File: src/rtl/hier_fanout_node_if.sv
// rtl/hier_fanout_node_if.sv - request/child bundle for one hierarchy fanout node
// master = parent/children environment side, slave = the fanout node itself.
interface hier_fanout_node_if #(
  parameter int NUM_CHILDREN    = 5,
  parameter int DATA_W          = 16,
  parameter int MAX_OUTSTANDING = 4
);
  localparam int CW = $clog2(NUM_CHILDREN);
  localparam int OW = $clog2(NUM_CHILDREN * MAX_OUTSTANDING + 1);

  logic                    req_valid;
  logic                    req_ready;
  logic [DATA_W-1:0]       req_data;
  logic [CW-1:0]           req_dest;
  logic [NUM_CHILDREN-1:0] child_valid;
  logic [NUM_CHILDREN-1:0] child_ready;
  logic [DATA_W-1:0]       child_data;
  logic [NUM_CHILDREN-1:0] child_done;
  logic                    busy;
  logic [OW-1:0]           outstanding_total;
  logic                    err_bad_dest;
  logic                    err_spurious_done;

  modport master (
    output req_valid, req_data, req_dest, child_ready, child_done,
    input  req_ready, child_valid, child_data, busy, outstanding_total,
           err_bad_dest, err_spurious_done
  );

  modport slave (
    input  req_valid, req_data, req_dest, child_ready, child_done,
    output req_ready, child_valid, child_data, busy, outstanding_total,
           err_bad_dest, err_spurious_done
  );
endinterface

File: src/rtl/hier_fanout_node.sv
// rtl/hier_fanout_node.sv - stackable request fanout with per-child credits
// One registered stage feeds all children; credits are reserved when a request is accepted.
module hier_fanout_node #(
  parameter int NUM_CHILDREN    = 5,
  parameter int DATA_W          = 16,
  parameter int MAX_OUTSTANDING = 4,
  parameter int ROUTE_MODE      = 0
) (
  input  logic               clk,
  input  logic               rst_n,
  hier_fanout_node_if.slave  port_io
);
  localparam int CW = $clog2(NUM_CHILDREN);
  localparam int OW = $clog2(NUM_CHILDREN * MAX_OUTSTANDING + 1);
  localparam int NW = $clog2(MAX_OUTSTANDING + 1);
  localparam int NP = 1 << CW;
  localparam logic [NW-1:0] CNT_MAX = NW'(MAX_OUTSTANDING);
  localparam logic [CW:0]   NUM_C   = (CW+1)'(NUM_CHILDREN);
  localparam logic [CW-1:0] LAST    = CW'(NUM_CHILDREN - 1);

  // stage_tgt_q is cleared when empty, so it doubles as the one-hot child_valid
  logic [NUM_CHILDREN-1:0] stage_tgt_q, stage_tgt_d;
  logic [DATA_W-1:0]       stage_data_q, stage_data_d;
  logic [NW-1:0]           cnt_q [NUM_CHILDREN];
  logic [NW-1:0]           cnt_d [NUM_CHILDREN];
  logic [CW-1:0]           rr_ptr_q, rr_ptr_d;
  logic [OW-1:0]           total_q, total_d;
  logic                    busy_q, busy_d;
  logic                    err_bad_q, err_bad_d;
  logic                    err_sp_q, err_sp_d;

  logic [NP-1:0]           has_credit;
  logic [NP-1:0]           tgt_oh_full;
  logic [NUM_CHILDREN-1:0] tgt_oh;
  logic [CW-1:0]           tgt_idx;
  logic                    tgt_ok;
  logic                    bad_dest;
  logic                    handoff;
  logic                    stage_free;
  logic                    req_ready;
  logic                    accept;
  logic                    acc_norm;
  logic                    acc_bad;

  // Indices past NUM_CHILDREN read as "no credit" so an out-of-range dest is never a target.
  always_comb begin
    has_credit = '0;
    for (int i = 0; i < NUM_CHILDREN; i++) begin
      has_credit[i] = cnt_q[i] < CNT_MAX;
    end
  end

  always_comb begin : target_sel
    int j;
    j        = 0;
    tgt_idx  = '0;
    tgt_ok   = 1'b0;
    bad_dest = 1'b0;
    if (ROUTE_MODE != 0) begin
      bad_dest = {1'b0, port_io.req_dest} >= NUM_C;
      tgt_idx  = port_io.req_dest;
      tgt_ok   = has_credit[port_io.req_dest];
    end else begin
      // Walk the ring backwards so the last hit is the nearest eligible child from rr_ptr.
      for (int k = NUM_CHILDREN - 1; k >= 0; k--) begin
        j = int'(rr_ptr_q) + k;
        if (j >= NUM_CHILDREN) j = j - NUM_CHILDREN;
        if (has_credit[CW'(j)]) begin
          tgt_idx = CW'(j);
          tgt_ok  = 1'b1;
        end
      end
    end
  end

  assign tgt_oh_full = NP'(1) << tgt_idx;
  assign tgt_oh      = tgt_oh_full[NUM_CHILDREN-1:0];

  assign handoff    = |(stage_tgt_q & port_io.child_ready);
  assign stage_free = ~|stage_tgt_q || handoff;
  assign req_ready  = bad_dest ? stage_free : (stage_free && tgt_ok);
  assign accept     = port_io.req_valid && req_ready;
  assign acc_norm   = accept && !bad_dest;
  assign acc_bad    = accept && bad_dest;

  always_comb begin
    stage_tgt_d  = stage_tgt_q;
    stage_data_d = stage_data_q;
    rr_ptr_d     = rr_ptr_q;
    if (acc_norm) begin
      stage_tgt_d  = tgt_oh;
      stage_data_d = port_io.req_data;
      if (ROUTE_MODE == 0) begin
        rr_ptr_d = (tgt_idx == LAST) ? '0 : tgt_idx + 1'b1;
      end
    end else if (handoff) begin
      stage_tgt_d = '0;
    end
  end

  // A done on an empty counter is reported but never wraps the counter.
  always_comb begin
    logic inc;
    logic dec;
    inc      = 1'b0;
    dec      = 1'b0;
    err_sp_d = 1'b0;
    total_d  = '0;
    for (int i = 0; i < NUM_CHILDREN; i++) begin
      cnt_d[i] = cnt_q[i];
      inc      = acc_norm && tgt_oh[i];
      dec      = port_io.child_done[i] && (cnt_q[i] != '0);
      if (port_io.child_done[i] && (cnt_q[i] == '0)) err_sp_d = 1'b1;
      if (inc && !dec)      cnt_d[i] = cnt_q[i] + 1'b1;
      else if (dec && !inc) cnt_d[i] = cnt_q[i] - 1'b1;
      total_d = total_d + OW'(cnt_d[i]);
    end
    busy_d    = (|stage_tgt_d) || (total_d != '0);
    err_bad_d = acc_bad;
  end

  always_ff @(posedge clk or negedge rst_n) begin
    if (!rst_n) begin
      stage_tgt_q  <= '0;
      stage_data_q <= '0;
      rr_ptr_q     <= '0;
      total_q      <= '0;
      busy_q       <= 1'b0;
      err_bad_q    <= 1'b0;
      err_sp_q     <= 1'b0;
      for (int i = 0; i < NUM_CHILDREN; i++) cnt_q[i] <= '0;
    end else begin
      stage_tgt_q  <= stage_tgt_d;
      stage_data_q <= stage_data_d;
      rr_ptr_q     <= rr_ptr_d;
      total_q      <= total_d;
      busy_q       <= busy_d;
      err_bad_q    <= err_bad_d;
      err_sp_q     <= err_sp_d;
      for (int i = 0; i < NUM_CHILDREN; i++) cnt_q[i] <= cnt_d[i];
    end
  end

  assign port_io.req_ready         = req_ready;
  assign port_io.child_valid       = stage_tgt_q;
  assign port_io.child_data        = stage_data_q;
  assign port_io.busy              = busy_q;
  assign port_io.outstanding_total = total_q;
  assign port_io.err_bad_dest      = err_bad_q;
  assign port_io.err_spurious_done = err_sp_q;
endmodule

File: src/flat_wrapper.sv
// flat-port wrapper written by rule: the top's interface ports become plain ports
module hier_fanout_node_flat 
#(
  parameter int NUM_CHILDREN    = 5,
  parameter int DATA_W          = 16,
  parameter int MAX_OUTSTANDING = 4,
  parameter int ROUTE_MODE      = 0
)
  (clk, rst_n, port_io_req_valid, port_io_req_data, port_io_req_dest, port_io_child_ready, port_io_child_done, port_io_req_ready, port_io_child_valid, port_io_child_data, port_io_busy, port_io_outstanding_total, port_io_err_bad_dest, port_io_err_spurious_done);
  hier_fanout_node_if #(.NUM_CHILDREN(NUM_CHILDREN), .DATA_W(DATA_W), .MAX_OUTSTANDING(MAX_OUTSTANDING)) port_io_i ();
  input  logic clk;
  input  logic rst_n;
  input wire logic [$bits(port_io_i.req_valid)-1:0] port_io_req_valid;
  input wire logic [$bits(port_io_i.req_data)-1:0] port_io_req_data;
  input wire logic [$bits(port_io_i.req_dest)-1:0] port_io_req_dest;
  input wire logic [$bits(port_io_i.child_ready)-1:0] port_io_child_ready;
  input wire logic [$bits(port_io_i.child_done)-1:0] port_io_child_done;
  output wire logic [$bits(port_io_i.req_ready)-1:0] port_io_req_ready;
  output wire logic [$bits(port_io_i.child_valid)-1:0] port_io_child_valid;
  output wire logic [$bits(port_io_i.child_data)-1:0] port_io_child_data;
  output wire logic [$bits(port_io_i.busy)-1:0] port_io_busy;
  output wire logic [$bits(port_io_i.outstanding_total)-1:0] port_io_outstanding_total;
  output wire logic [$bits(port_io_i.err_bad_dest)-1:0] port_io_err_bad_dest;
  output wire logic [$bits(port_io_i.err_spurious_done)-1:0] port_io_err_spurious_done;
  assign port_io_i.req_valid = port_io_req_valid;
  assign port_io_i.req_data = port_io_req_data;
  assign port_io_i.req_dest = port_io_req_dest;
  assign port_io_i.child_ready = port_io_child_ready;
  assign port_io_i.child_done = port_io_child_done;
  assign port_io_req_ready = port_io_i.req_ready;
  assign port_io_child_valid = port_io_i.child_valid;
  assign port_io_child_data = port_io_i.child_data;
  assign port_io_busy = port_io_i.busy;
  assign port_io_outstanding_total = port_io_i.outstanding_total;
  assign port_io_err_bad_dest = port_io_i.err_bad_dest;
  assign port_io_err_spurious_done = port_io_i.err_spurious_done;
  hier_fanout_node #(.NUM_CHILDREN(NUM_CHILDREN), .DATA_W(DATA_W), .MAX_OUTSTANDING(MAX_OUTSTANDING), .ROUTE_MODE(ROUTE_MODE)) u_core (.clk(clk), .rst_n(rst_n), .port_io(port_io_i));
endmodule
File: config.mk
export PLATFORM = sky130hd
export DESIGN_NAME = hier_fanout_node_flat
export DESIGN_NICKNAME = d
export VERILOG_FILES = /design/src/rtl/hier_fanout_node_if.sv /design/src/rtl/hier_fanout_node.sv /design/src/flat_wrapper.sv
export SDC_FILE = /design/constraint.sdc
export NUM_CORES = 1
export LEC_CHECK = 0
export ABC_AREA = 1
export CORE_UTILIZATION = 40
export CTS_BUF_LIST = sky130_fd_sc_hd__clkbuf_8
export DETAILED_ROUTE_END_ITERATION = 6
export GPL_TIMING_DRIVEN = 1
export SYNTH_ARGS = -nofsm -noshare
export SYNTH_HDL_FRONTEND = slang
export SYNTH_SLANG_ARGS = --single-unit
export TNS_END_PERCENT = 100
File: constraint.sdc
create_clock -name clk -period 16 [get_ports clk]
set_clock_uncertainty 0.2 [all_clocks]
set_input_delay 4 -clock clk [delete_from_list [all_inputs] [get_ports clk]]
set_output_delay 4 -clock clk [all_outputs]
set_load 0.01 [all_outputs]
==> results.toml <==
[setup_path]
startpoint_type = "primary input"
reg2reg_depth = 31
setup.worst_path.end_class = "primary output"
path_common_cell = "clkdlybuf4s50_1"
cp-startpoint = "port_io_child_ready[0]"
r2r_end = "u_core.port_io.busy"
cp-endpoint = "port_io_req_ready"
reg2reg_from = "u_core.rr_ptr_q[0]"
crit_slowest_cell = "nor4_1"
crit_cells = 7
max_stage_delay_ns = 0.55
arrival_ns = 6.16
cpLargestDelayFamily = "buffers and inverters"
rrSetupSlack_ns = 8.23
path_cells = "clkdlybuf4s50_1, a22o_1, nor4_1, o41ai_1, nand2_2, inv_1, clkdlybuf4s50_1"
crit_buf_inv = 3
path_class = "primary input to primary output"
cp.required_ns = 11.80
cp_max_fo = 5

[yosys]
synth_edf_count = 0
synth_area_leaders = "dfrtp_1 30%, nand2_1 20%, ha_1 11%, nand3_1 8.1%, inv_1 7.1%"
ys_seq_elements = 46
ys_warn_count = 0
avgSynthCellArea_um2 = 7.05
synth.cell_area_um2 = 3900
async_reset_ff_frac = 1.00
synth_top_cell_by_area = "dfrtp_1"
yosysUniqueCellTypes = 39
syn_inst = 553
synth_top_area_frac = 0.295
yosysMostFrequentCell = "nand2_1"
synth_common_cells = "203 x nand2_1, 74 x inv_1, 63 x nand3_1"
synth_nets = 628
ys_seq_area_frac = 0.295
synth_flop_cell = "dfrtp_1"

[route]
via_count = 3493
routed_via_density = 4.75
dr.pass1.iters = 5
route.detailed.drc = 0
drt_wl_total_um = 9250
drt_iter0_markers = 125
ant_nets = 0
wire_per_inst_um = 12.6

[run]
cap_violations = 0

[timing]
finalSetupViolCount = 0
fin_crit_sh = 0.647
grt_setup_unrepaired = "no"
relSlewSlack = 0.302
tightest_slew_ns = 1.05
drv_slew = 0
finalHoldViolations = 0
whs_ns = 0.285
fin_setup_tns_ns = 0
max_clock_freq_mhz = 96.6
finalCriticalPeriod_ns = 10.36

[floorplan]
ios = 62
fp-row-count = 35
die_w_um = 101
fp.dieH_um = 101
start_util = 0.418
dieArea_um2 = 10100
core_um2 = 9330

[clock_tree]
cts_buffers = 5
cts_tree = "yes"
clk_latency_ns = 0.30
root_buffer = "clkbuf_8"
post_cts_resized = 0
ctsHoldBuffers = 0
htreeDepth = 2
post_cts_buffers = 0
clockBufferDepth = 2
cts_sinks = 46
path_clk_slew_ns = 0.09

[final_layout]
finalCoreUtilization = 0.501
area.sequential_um2 = 1150
nets = 681
antennaDiodeCount = 0
final_layout_size_suffix_gt1_frac = 0.0758
area_delta_synth_final_pct = 20.0
multi_input_area_um2 = 2380
fillers = 952

[global_routing]
grt_usage = 0.193
grt_pass1_vias = 3330
antenna_found_initial = 0
grt_pass1_wl_um = 15500
grt_max_degree = 47
grt_overflow = 0

[min_path]
min_from = "u_core.port_io.child_data[6]"
min_path_type = "flip-flop to flip-flop"

[placement]
dp_hpwl_um = 7480
gp_congestion = 0.856
portBuffers = 57

[run_status]
status = "finished clean"
## kinds of logic after synthesis
kind of cell / synth area share
fa+ha+maj: 0.153
other cells: 0.000962
buf+inv: 0.0928
xor+xnor: 0.0356
flops: 0.295
simple gates: 0.361
compound gates: 0.0607
## cell usage in the layout (no fill, tap or decap), types with 4 or more instances in the layout
master and instances:
nand2_1 203, inv_1 74, nand3_1 63, clkdlybuf4s50_1 56, dfrtp_1 46, ha_1 35
o21ai_0 18, nand2_2 15, nor2_1 15, fa_1 8, nand4_1 7, xor2_1 7
xnor2_1 7, a21oi_1 7, inv_2 6, nand3_2 5, clkbuf_8 5, o21ai_1 4
## metal layers
metal | up-vias | share of wire | GRT usage
li1 | 1834 | - | -
met1 | 1591 | 0.47 | 0.260
met2 | 59 | 0.48 | 0.333
met3 | 9 | 0.033 | 0.0222
met4 | 0 | 0.012 | 0.0446
met5 | - | 0 | 0
## metrics by stage
step	cell area [um^2]	worst slack (ns)	cells
after detailed placement	4560	5.60	728
after floorplan	3900	6.72	553
after global routing	4680	5.46	736
final	4680	5.64	736
after CTS	4680	5.61	736
after global placement	4560	5.66	728
## worst min path at each step
stage                                   end  slack (ns)  cells past startpoint
2_1_floorplan               u_core.cnt_q[0]        0.27                      1
3_3_place_gp   u_core.port_io.child_data[0]        0.26                      2
3_5_place_dp   u_core.port_io.child_data[6]        0.26                      2
4_1_cts        u_core.port_io.child_data[2]        0.29                      2
5_1_grt        u_core.port_io.child_data[6]        0.31                      2
6_report       u_core.port_io.child_data[6]        0.28                      2
## final cells by class
type / instances / area share
clock buffers: 5 / 0.0147
clock inverters: 3 / 0.00937
inverters: 80 / 0.0642
multi-input cells: 416 / 0.510
flip-flops and latches: 46 / 0.246
well taps: 129 / 0.0345
repair buffers: 57 / 0.121
## state kept, by name, indices dropped and copies added (netlist names)
signal                            cells
u_core.port_io.err_spurious_done      1
u_core.cnt_q                         15
u_core.rr_ptr_q                       3
u_core.port_io.outstanding_total      5
u_core.port_io.child_valid            5
u_core.port_io.busy                   1
u_core.port_io.child_data            16
## worst min-delay path, delay by kind of cell, from the launching register on
family | cells | cell delay [ns]
and+or+nand+nor | 2 | 0.10
DFF | 1 | 0.35
Power is not shown: default switching activity piles up to over one toggle a cycle in this logic, so the estimate is an artifact.
